### config.mk
export PLATFORM = sky130hd
export DESIGN_NAME = dcache_rd_arbiter
export DESIGN_NICKNAME = d
export VERILOG_FILES = /design/src/rtl/dcache_rd_arbiter.sv
export SDC_FILE = /design/constraint.sdc
export NUM_CORES = 1
export LEC_CHECK = 0
export ABC_AREA = 1
export BUFFER_PORTS_ARGS = -buffer_cell sky130_fd_sc_hd__buf_4
export CAP_MARGIN = 20
export CELL_PAD_IN_SITES_DETAIL_PLACEMENT = 1
export CELL_PAD_IN_SITES_GLOBAL_PLACEMENT = 1
export CORE_ASPECT_RATIO = 0.7
export CORE_MARGIN = 10
export CORE_UTILIZATION = 43
export CTS_CLUSTER_DIAMETER = 30
export DETAILED_ROUTE_END_ITERATION = 12
export PLACE_DENSITY_LB_ADDON = 0.3
export SETUP_SLACK_MARGIN = 0.1
export SLEW_MARGIN = 10
export SYNTH_ARGS = -nofsm -noshare
export SYNTH_HDL_FRONTEND = slang
export SYNTH_SLANG_ARGS = --single-unit
### constraint.sdc
create_clock -name clk -period 4.73 [get_ports clk]
set_input_delay 0.473 -clock clk [delete_from_list [all_inputs] [get_ports clk]]
set_output_delay 0.473 -clock clk [all_outputs]
set_load 0.02 [all_outputs]
### src/rtl/dcache_rd_arbiter.sv
// dcache_rd_arbiter
//   Shares the single dCache read port between demand loads and the prefetch
//   engine. Prefetch addresses wait in a small FIFO. Demand wins unless it has
//   held the port for STARVE_MAX grants while prefetches are waiting. Every
//   issued read is tracked through an RD_LAT-deep pipeline so that the
//   returning data is routed to the requester that issued it.
//   Optional build macro PF_DEDUP_EN: silently discard a prefetch push whose
//   address is already queued or already in flight.
module dcache_rd_arbiter #(
  parameter int AW         = 8,
  parameter int DW         = 32,
  parameter int PF_DEPTH   = 4,
  parameter int STARVE_MAX = 3,
  parameter int RD_LAT     = 1
) (
  input  logic          clk,
  input  logic          reset_n,
  input  logic          dmd_req,
  input  logic [AW-1:0] dmd_addr,
  output logic          dmd_gnt,
  output logic          dmd_rvalid,
  output logic [DW-1:0] dmd_rdata,
  input  logic          pf_push,
  input  logic [AW-1:0] pf_addr,
  output logic          pf_full,
  input  logic          pf_flush,
  output logic          pf_rvalid,
  output logic [AW-1:0] pf_raddr,
  output logic [DW-1:0] pf_rdata,
  output logic [7:0]    pf_drop_cnt,
  output logic [AW-1:0] cache_rd_addr,
  input  logic [DW-1:0] cache_rd_data
);

  localparam int PTR_W = $clog2(PF_DEPTH);
  localparam int STV_W = $clog2(STARVE_MAX + 1);
  localparam logic [STV_W-1:0] STV_MAX   = STV_W'(STARVE_MAX);
  localparam logic [PTR_W:0]   FULL_DIFF = {1'b1, {PTR_W{1'b0}}};

  // Prefetch FIFO: storage plus wrap-bit pointers.
  logic [AW-1:0]    fifo_mem_q [PF_DEPTH];
  logic [PTR_W:0]   wr_ptr_q, wr_ptr_d;
  logic [PTR_W:0]   rd_ptr_q, rd_ptr_d;
  logic             pf_full_q, pf_full_d;
  logic [7:0]       drop_cnt_q, drop_cnt_d;

  // Arbitration state.
  logic [STV_W-1:0] starve_cnt_q, starve_cnt_d;
  logic [AW-1:0]    last_addr_q, last_addr_d;

  // Response tracking pipeline, stage 0 is loaded at grant.
  logic             pipe_vld_q  [RD_LAT];
  logic             pipe_vld_d  [RD_LAT];
  logic             pipe_pf_q   [RD_LAT];
  logic             pipe_pf_d   [RD_LAT];
  logic [AW-1:0]    pipe_addr_q [RD_LAT];
  logic [AW-1:0]    pipe_addr_d [RD_LAT];

  // Registered response outputs.
  logic             dmd_rvalid_q, dmd_rvalid_d;
  logic [DW-1:0]    dmd_rdata_q, dmd_rdata_d;
  logic             pf_rvalid_q, pf_rvalid_d;
  logic [AW-1:0]    pf_raddr_q, pf_raddr_d;
  logic [DW-1:0]    pf_rdata_q, pf_rdata_d;

  logic             fifo_empty, fifo_full;
  logic [AW-1:0]    fifo_head;
  logic             sel_dmd, sel_pf;
  logic             push_en, drop_en, dup_hit;
  logic             tail_vld, tail_pf;

  // Arbitration: demand first unless the starvation guard forces a prefetch.
  // NOTE: every signal written in always_comb gets a value on every path
  // (defaults first), otherwise synthesis infers a latch.
  always_comb begin
    fifo_empty    = (wr_ptr_q == rd_ptr_q);
    fifo_full     = ((wr_ptr_q ^ rd_ptr_q) == FULL_DIFF);
    fifo_head     = fifo_mem_q[rd_ptr_q[PTR_W-1:0]];
    sel_dmd       = dmd_req && (fifo_empty || (starve_cnt_q < STV_MAX));
    sel_pf        = !sel_dmd && !fifo_empty && !pf_flush;
    cache_rd_addr = last_addr_q;
    if (sel_dmd) begin
      cache_rd_addr = dmd_addr;
    end else if (sel_pf) begin
      cache_rd_addr = fifo_head;
    end
  end

  assign dmd_gnt = sel_dmd;

`ifdef PF_DEDUP_EN
  logic [PTR_W:0]   fifo_count;
  logic [PTR_W-1:0] slot_off [PF_DEPTH];

  // Duplicate detection against queued entries and in-flight prefetches,
  // using the state before this cycle's pop.
  always_comb begin
    fifo_count = wr_ptr_q - rd_ptr_q;
    dup_hit    = 1'b0;
    for (int i = 0; i < PF_DEPTH; i++) begin
      slot_off[i] = PTR_W'(i) - rd_ptr_q[PTR_W-1:0];
      if (({1'b0, slot_off[i]} < fifo_count) && (fifo_mem_q[i] == pf_addr)) begin
        dup_hit = 1'b1;
      end
    end
    for (int i = 0; i < RD_LAT; i++) begin
      if (pipe_vld_q[i] && pipe_pf_q[i] && (pipe_addr_q[i] == pf_addr)) begin
        dup_hit = 1'b1;
      end
    end
  end
`else
  assign dup_hit = 1'b0;
`endif

  // FIFO pointer, full flag, drop counter and starvation counter updates.
  always_comb begin
    push_en  = pf_push && !pf_flush && !dup_hit && (!fifo_full || sel_pf);
    drop_en  = pf_push && !pf_flush && !dup_hit && fifo_full && !sel_pf;
    wr_ptr_d = wr_ptr_q + {{PTR_W{1'b0}}, push_en};
    rd_ptr_d = rd_ptr_q + {{PTR_W{1'b0}}, sel_pf};
    if (pf_flush) begin
      rd_ptr_d = wr_ptr_q;
    end
    pf_full_d  = ((wr_ptr_d ^ rd_ptr_d) == FULL_DIFF);
    drop_cnt_d = drop_cnt_q;
    if (drop_en && (drop_cnt_q != 8'hFF)) begin
      drop_cnt_d = drop_cnt_q + 8'd1;
    end
    starve_cnt_d = starve_cnt_q;
    if (pf_flush || fifo_empty || sel_pf) begin
      starve_cnt_d = '0;
    end else if (sel_dmd && (starve_cnt_q < STV_MAX)) begin
      starve_cnt_d = starve_cnt_q + STV_W'(1);
    end
    last_addr_d = cache_rd_addr;
  end

  // Response pipeline shift; a flush kills every in-flight prefetch.
  always_comb begin
    pipe_vld_d[0]  = sel_dmd || sel_pf;
    pipe_pf_d[0]   = sel_pf;
    pipe_addr_d[0] = cache_rd_addr;
    for (int i = 1; i < RD_LAT; i++) begin
      pipe_vld_d[i]  = pipe_vld_q[i-1] && !(pf_flush && pipe_pf_q[i-1]);
      pipe_pf_d[i]   = pipe_pf_q[i-1];
      pipe_addr_d[i] = pipe_addr_q[i-1];
    end
  end

  // Pipeline tail: capture returning data into the owning requester's outputs.
  always_comb begin
    tail_pf      = pipe_pf_q[RD_LAT-1];
    tail_vld     = pipe_vld_q[RD_LAT-1] && !(pf_flush && tail_pf);
    dmd_rvalid_d = tail_vld && !tail_pf;
    pf_rvalid_d  = tail_vld && tail_pf;
    dmd_rdata_d  = dmd_rdata_q;
    pf_rdata_d   = pf_rdata_q;
    pf_raddr_d   = pf_raddr_q;
    if (dmd_rvalid_d) begin
      dmd_rdata_d = cache_rd_data;
    end
    if (pf_rvalid_d) begin
      pf_rdata_d = cache_rd_data;
      pf_raddr_d = pipe_addr_q[RD_LAT-1];
    end
  end

  // Control and datapath registers with asynchronous reset.
  // NOTE: sequential state uses non-blocking (<=) so every flop samples
  // pre-edge values regardless of statement order.
  always_ff @(posedge clk or negedge reset_n) begin
    if (!reset_n) begin
      wr_ptr_q     <= '0;
      rd_ptr_q     <= '0;
      pf_full_q    <= 1'b0;
      drop_cnt_q   <= '0;
      starve_cnt_q <= '0;
      last_addr_q  <= '0;
      dmd_rvalid_q <= 1'b0;
      dmd_rdata_q  <= '0;
      pf_rvalid_q  <= 1'b0;
      pf_raddr_q   <= '0;
      pf_rdata_q   <= '0;
      for (int i = 0; i < RD_LAT; i++) begin
        pipe_vld_q[i]  <= 1'b0;
        pipe_pf_q[i]   <= 1'b0;
        pipe_addr_q[i] <= '0;
      end
    end else begin
      wr_ptr_q     <= wr_ptr_d;
      rd_ptr_q     <= rd_ptr_d;
      pf_full_q    <= pf_full_d;
      drop_cnt_q   <= drop_cnt_d;
      starve_cnt_q <= starve_cnt_d;
      last_addr_q  <= last_addr_d;
      dmd_rvalid_q <= dmd_rvalid_d;
      dmd_rdata_q  <= dmd_rdata_d;
      pf_rvalid_q  <= pf_rvalid_d;
      pf_raddr_q   <= pf_raddr_d;
      pf_rdata_q   <= pf_rdata_d;
      for (int i = 0; i < RD_LAT; i++) begin
        pipe_vld_q[i]  <= pipe_vld_d[i];
        pipe_pf_q[i]   <= pipe_pf_d[i];
        pipe_addr_q[i] <= pipe_addr_d[i];
      end
    end
  end

  // FIFO storage write.
  // NOTE: the storage array has no reset; the pointers define which entries
  // are live, so stale contents are never observed.
  always_ff @(posedge clk) begin
    if (push_en) begin
      fifo_mem_q[wr_ptr_q[PTR_W-1:0]] <= pf_addr;
    end
  end

  assign pf_full     = pf_full_q;
  assign pf_drop_cnt = drop_cnt_q;
  assign dmd_rvalid  = dmd_rvalid_q;
  assign dmd_rdata   = dmd_rdata_q;
  assign pf_rvalid   = pf_rvalid_q;
  assign pf_raddr    = pf_raddr_q;
  assign pf_rdata    = pf_rdata_q;

endmodule

==> results.md <==
* # hold bufs at CTS at 0
* Ys flop type: dfrtp_1
* Final Hold Vio Count at 0
* Longest Clk Path Bufs at 2
* Metal2 WL at 8.21 mm
* Highest routed layer: met4
* Area leader, netlist: dfrtp_1
* Register area at 3490 µm²
* CTS Buf Count at 17
* R2R setup slack at 2.19 ns
* Final Util at 58.8%
* Antenna Nets Post-Route at 0
* R2r endpoint: pf_full
* Count of state elements after synthesis at 133
* Initial DRC count at 288
* Synthesized cell area at 5480 µm²
* Multi-input logic area at 1660 µm²
* Number of cells on the worst reg-to-reg path at 11
* Crit-path max FO at 19
* Dpl cell area at 6680 µm²
* H-tree levels at 4
* Critical path required time at 4.26 ns
* First-pass GRT wire length at 25.6 mm
* Pleak at 3.62 nW
* Vias in the first global route at 4,747
* Total gr overflow at 0
* CP Launch Type: flop
* Count leader, synth: nand2_1
* Distinct cells, synth at 35
* Final min period at 2.99 ns
* Fin area at 7330 µm²
* Initial antenna violation count at 0
* Post-synth EDFFs at 32
* Skew final at 0.0125 ns
* Avg Inst Size Synth at 10.1 µm²
* Top area cells in the synthesized netlist: dfrtp_1, edfxtp_1, nand2_1, o21ai_0, inv_1
* Final setup viols at 0
* Critical Setup Path Class: reg2out
* Post-synth top cells: nand2_1, dfrtp_1, o21ai_0
* Unrepaired setup endpoints after global routing: no
* Share of cells above drive strength 1 at 29.4%
* Outcome: completed
* DRT met1 WL at 6.77 mm
* Initial Utilization at 44.0%
* Fillers at 1,399
* Ys async rst share at 75.9%
* Drt via density at 4.98
* Pin count of the biggest net entering global routing at 67
* CTS tree: done
* Clock latency on the worst-skew pair at 0.41 ns
* Pwr/cell area at 695 nW/µm²
* Full die area at 17,700 µm²
* Maximum VDD drop at 0.373 mV
* Worst-path clk slew at 0.06 ns
* Synth top area share at 46.1%
* Post-synthesis sequential area ratio at 63.6%
* Root Driver: clkbuf_16
* I/O pins at 145
* Number of setup buffers added after CTS at 0
* Fmax at 334 MHz
* Clock sink count at 133
* Period utilization at 63.2%
* CP endpoint kind: output pin
* Worst reg2reg path startpoint: rd_ptr_q[0]
* First-pass detailed-route iteration total at 6
* # Max-Cap Violations at 0
* Routed met3 length at 853 µm
* Row Count at 34
* Final WL at 16.0 mm
* Via count at 4,285
* Area grow syn2layout at 33.8%
* Remaining DRCs at 0
* WL/cell at 18.6 µm
* Gate Count Post-Synth at 541
* Post-route setup TNS at 0 ns
* Hpwl dp at 11.2 mm
* Fin nets at 745
* Ant diodes at 0
* I/O Buffers at 144
* Chip height at 114 µm
* Worst slew margin at 37.4%
* Worst path arrival time at 2.52 ns
* Post_cts resized at 0
* Width of the die at 155 µm
* RePlAce Congestion at 0.813
* Core region area at 12,500 µm²
* Worst-Margin Slew at 0.938 ns
* Worst Hold Class: in2async
* Final Max Tran Viols at 0
* GRT Resource Usage Total at 18.2%
* Ys Warns at 0
* Syn Nets at 600
==> critical path, cell delays in order, from the launching register on <==
cell and delay [ns]:
dfrtp_1 0.78, xnor2_2 0.21, nand3_2 0.17, nand2_2 0.27
inv_1 0.20, nand2_1 0.12, nand3_2 0.07, nand2_1 0.08
inv_1 0.06, buf_4 0.15
==> layout by cell type, fill, tap and decap left out, types with 8 or more instances in the layout <==
cell / count
edfxtp_1: 32
inv_1: 52
nand3_2: 8
dfrtp_1: 101
nand2_1: 152
nor2_1: 26
o21ai_0: 80
clkbuf_16: 19
buf_4: 146
o22ai_1: 8
nand4_1: 8
==> metrics by stage <==
step	instances	setup WS, ns	hold slack [ns]	power [mW]
6_report	860	1.74	0.148	5.10
5_1_grt	860	1.58	0.228	5.40
4_1_cts	860	1.75	0.191	5.16
3_3_place_gp	829	2.33	0.442	3.57
2_1_floorplan	541	2.67	0.177	2.83
3_5_place_dp	829	2.22	0.459	3.66
==> where the power goes <==
| part | switching [mW] | internal, mW |
|---|---|---|
| registers | 0.286 | 1.55 |
| clock network | 0.495 | 0.960 |
| logic | 1.12 | 0.687 |
==> kinds of logic (layout without fill, tap and decap cells) <==
| family | after synthesis | after routing | share of synthesized area [%] |
|---|---|---|---|
| flip-flops | 133 | 133 | 63.6 |
| XOR/XNOR | 9 | 9 | 1.57 |
| AND/OR/NAND/NOR | 222 | 222 | 18.3 |
| adder cells (fa/ha/maj) | 6 | 6 | 1.37 |
| buffers and inverters | 78 | 235 | 6.14 |
| AO/OA/AOI/OAI | 93 | 93 | 8.97 |
==> state kept, by name, indices dropped and copies added, names as in the netlist <==
| signal | count |
|---|---|
| dmd_rdata | 32 |
| dmd_rvalid | 1 |
| fifo_mem_q | 32 |
| pf_drop_cnt | 8 |
| pf_full | 1 |
| pf_raddr | 8 |
| pf_rdata | 32 |
| pf_rvalid | 1 |
| pipe_addr_q | 8 |
| pipe_pf_q | 1 |
| pipe_vld_q | 1 |
| rd_ptr_q | 3 |
| starve_cnt_q | 2 |
| wr_ptr_q | 3 |
==> metal layers <==
| layer | global-route usage [%] | vias up |
|---|---|---|
| met3 | 5.03 | 10 |
| met1 | 21.8 | 2126 |
| met4 | 6.03 | 0 |
| met2 | 30.9 | 111 |
| met5 | 0 | - |
| li1 | - | 2038 |
==> how the worst max path moves through the flow <==
stage                        to  slack, ns         from
2_1_floorplan           pf_full       2.67  rd_ptr_q[0]
3_3_place_gp   cache_rd_addr[5]       2.33  rd_ptr_q[0]
3_5_place_dp   fifo_mem_q[2][2]       2.22  rd_ptr_q[0]
4_1_cts        cache_rd_addr[4]       1.75  rd_ptr_q[0]
5_1_grt        cache_rd_addr[3]       1.58  rd_ptr_q[0]
6_report       cache_rd_addr[3]       1.74  rd_ptr_q[0]
==> layout make-up <==
cell class	instances	area share, %
sequential	133	47.6
multi-input combinational	330	22.7
timing repair buffer	146	14.9
clock buffer	21	6.72
inverter	58	3.07
tap	162	2.76
clock inverter	10	2.27
Note: power is estimated with default switching activity, not from simulation.
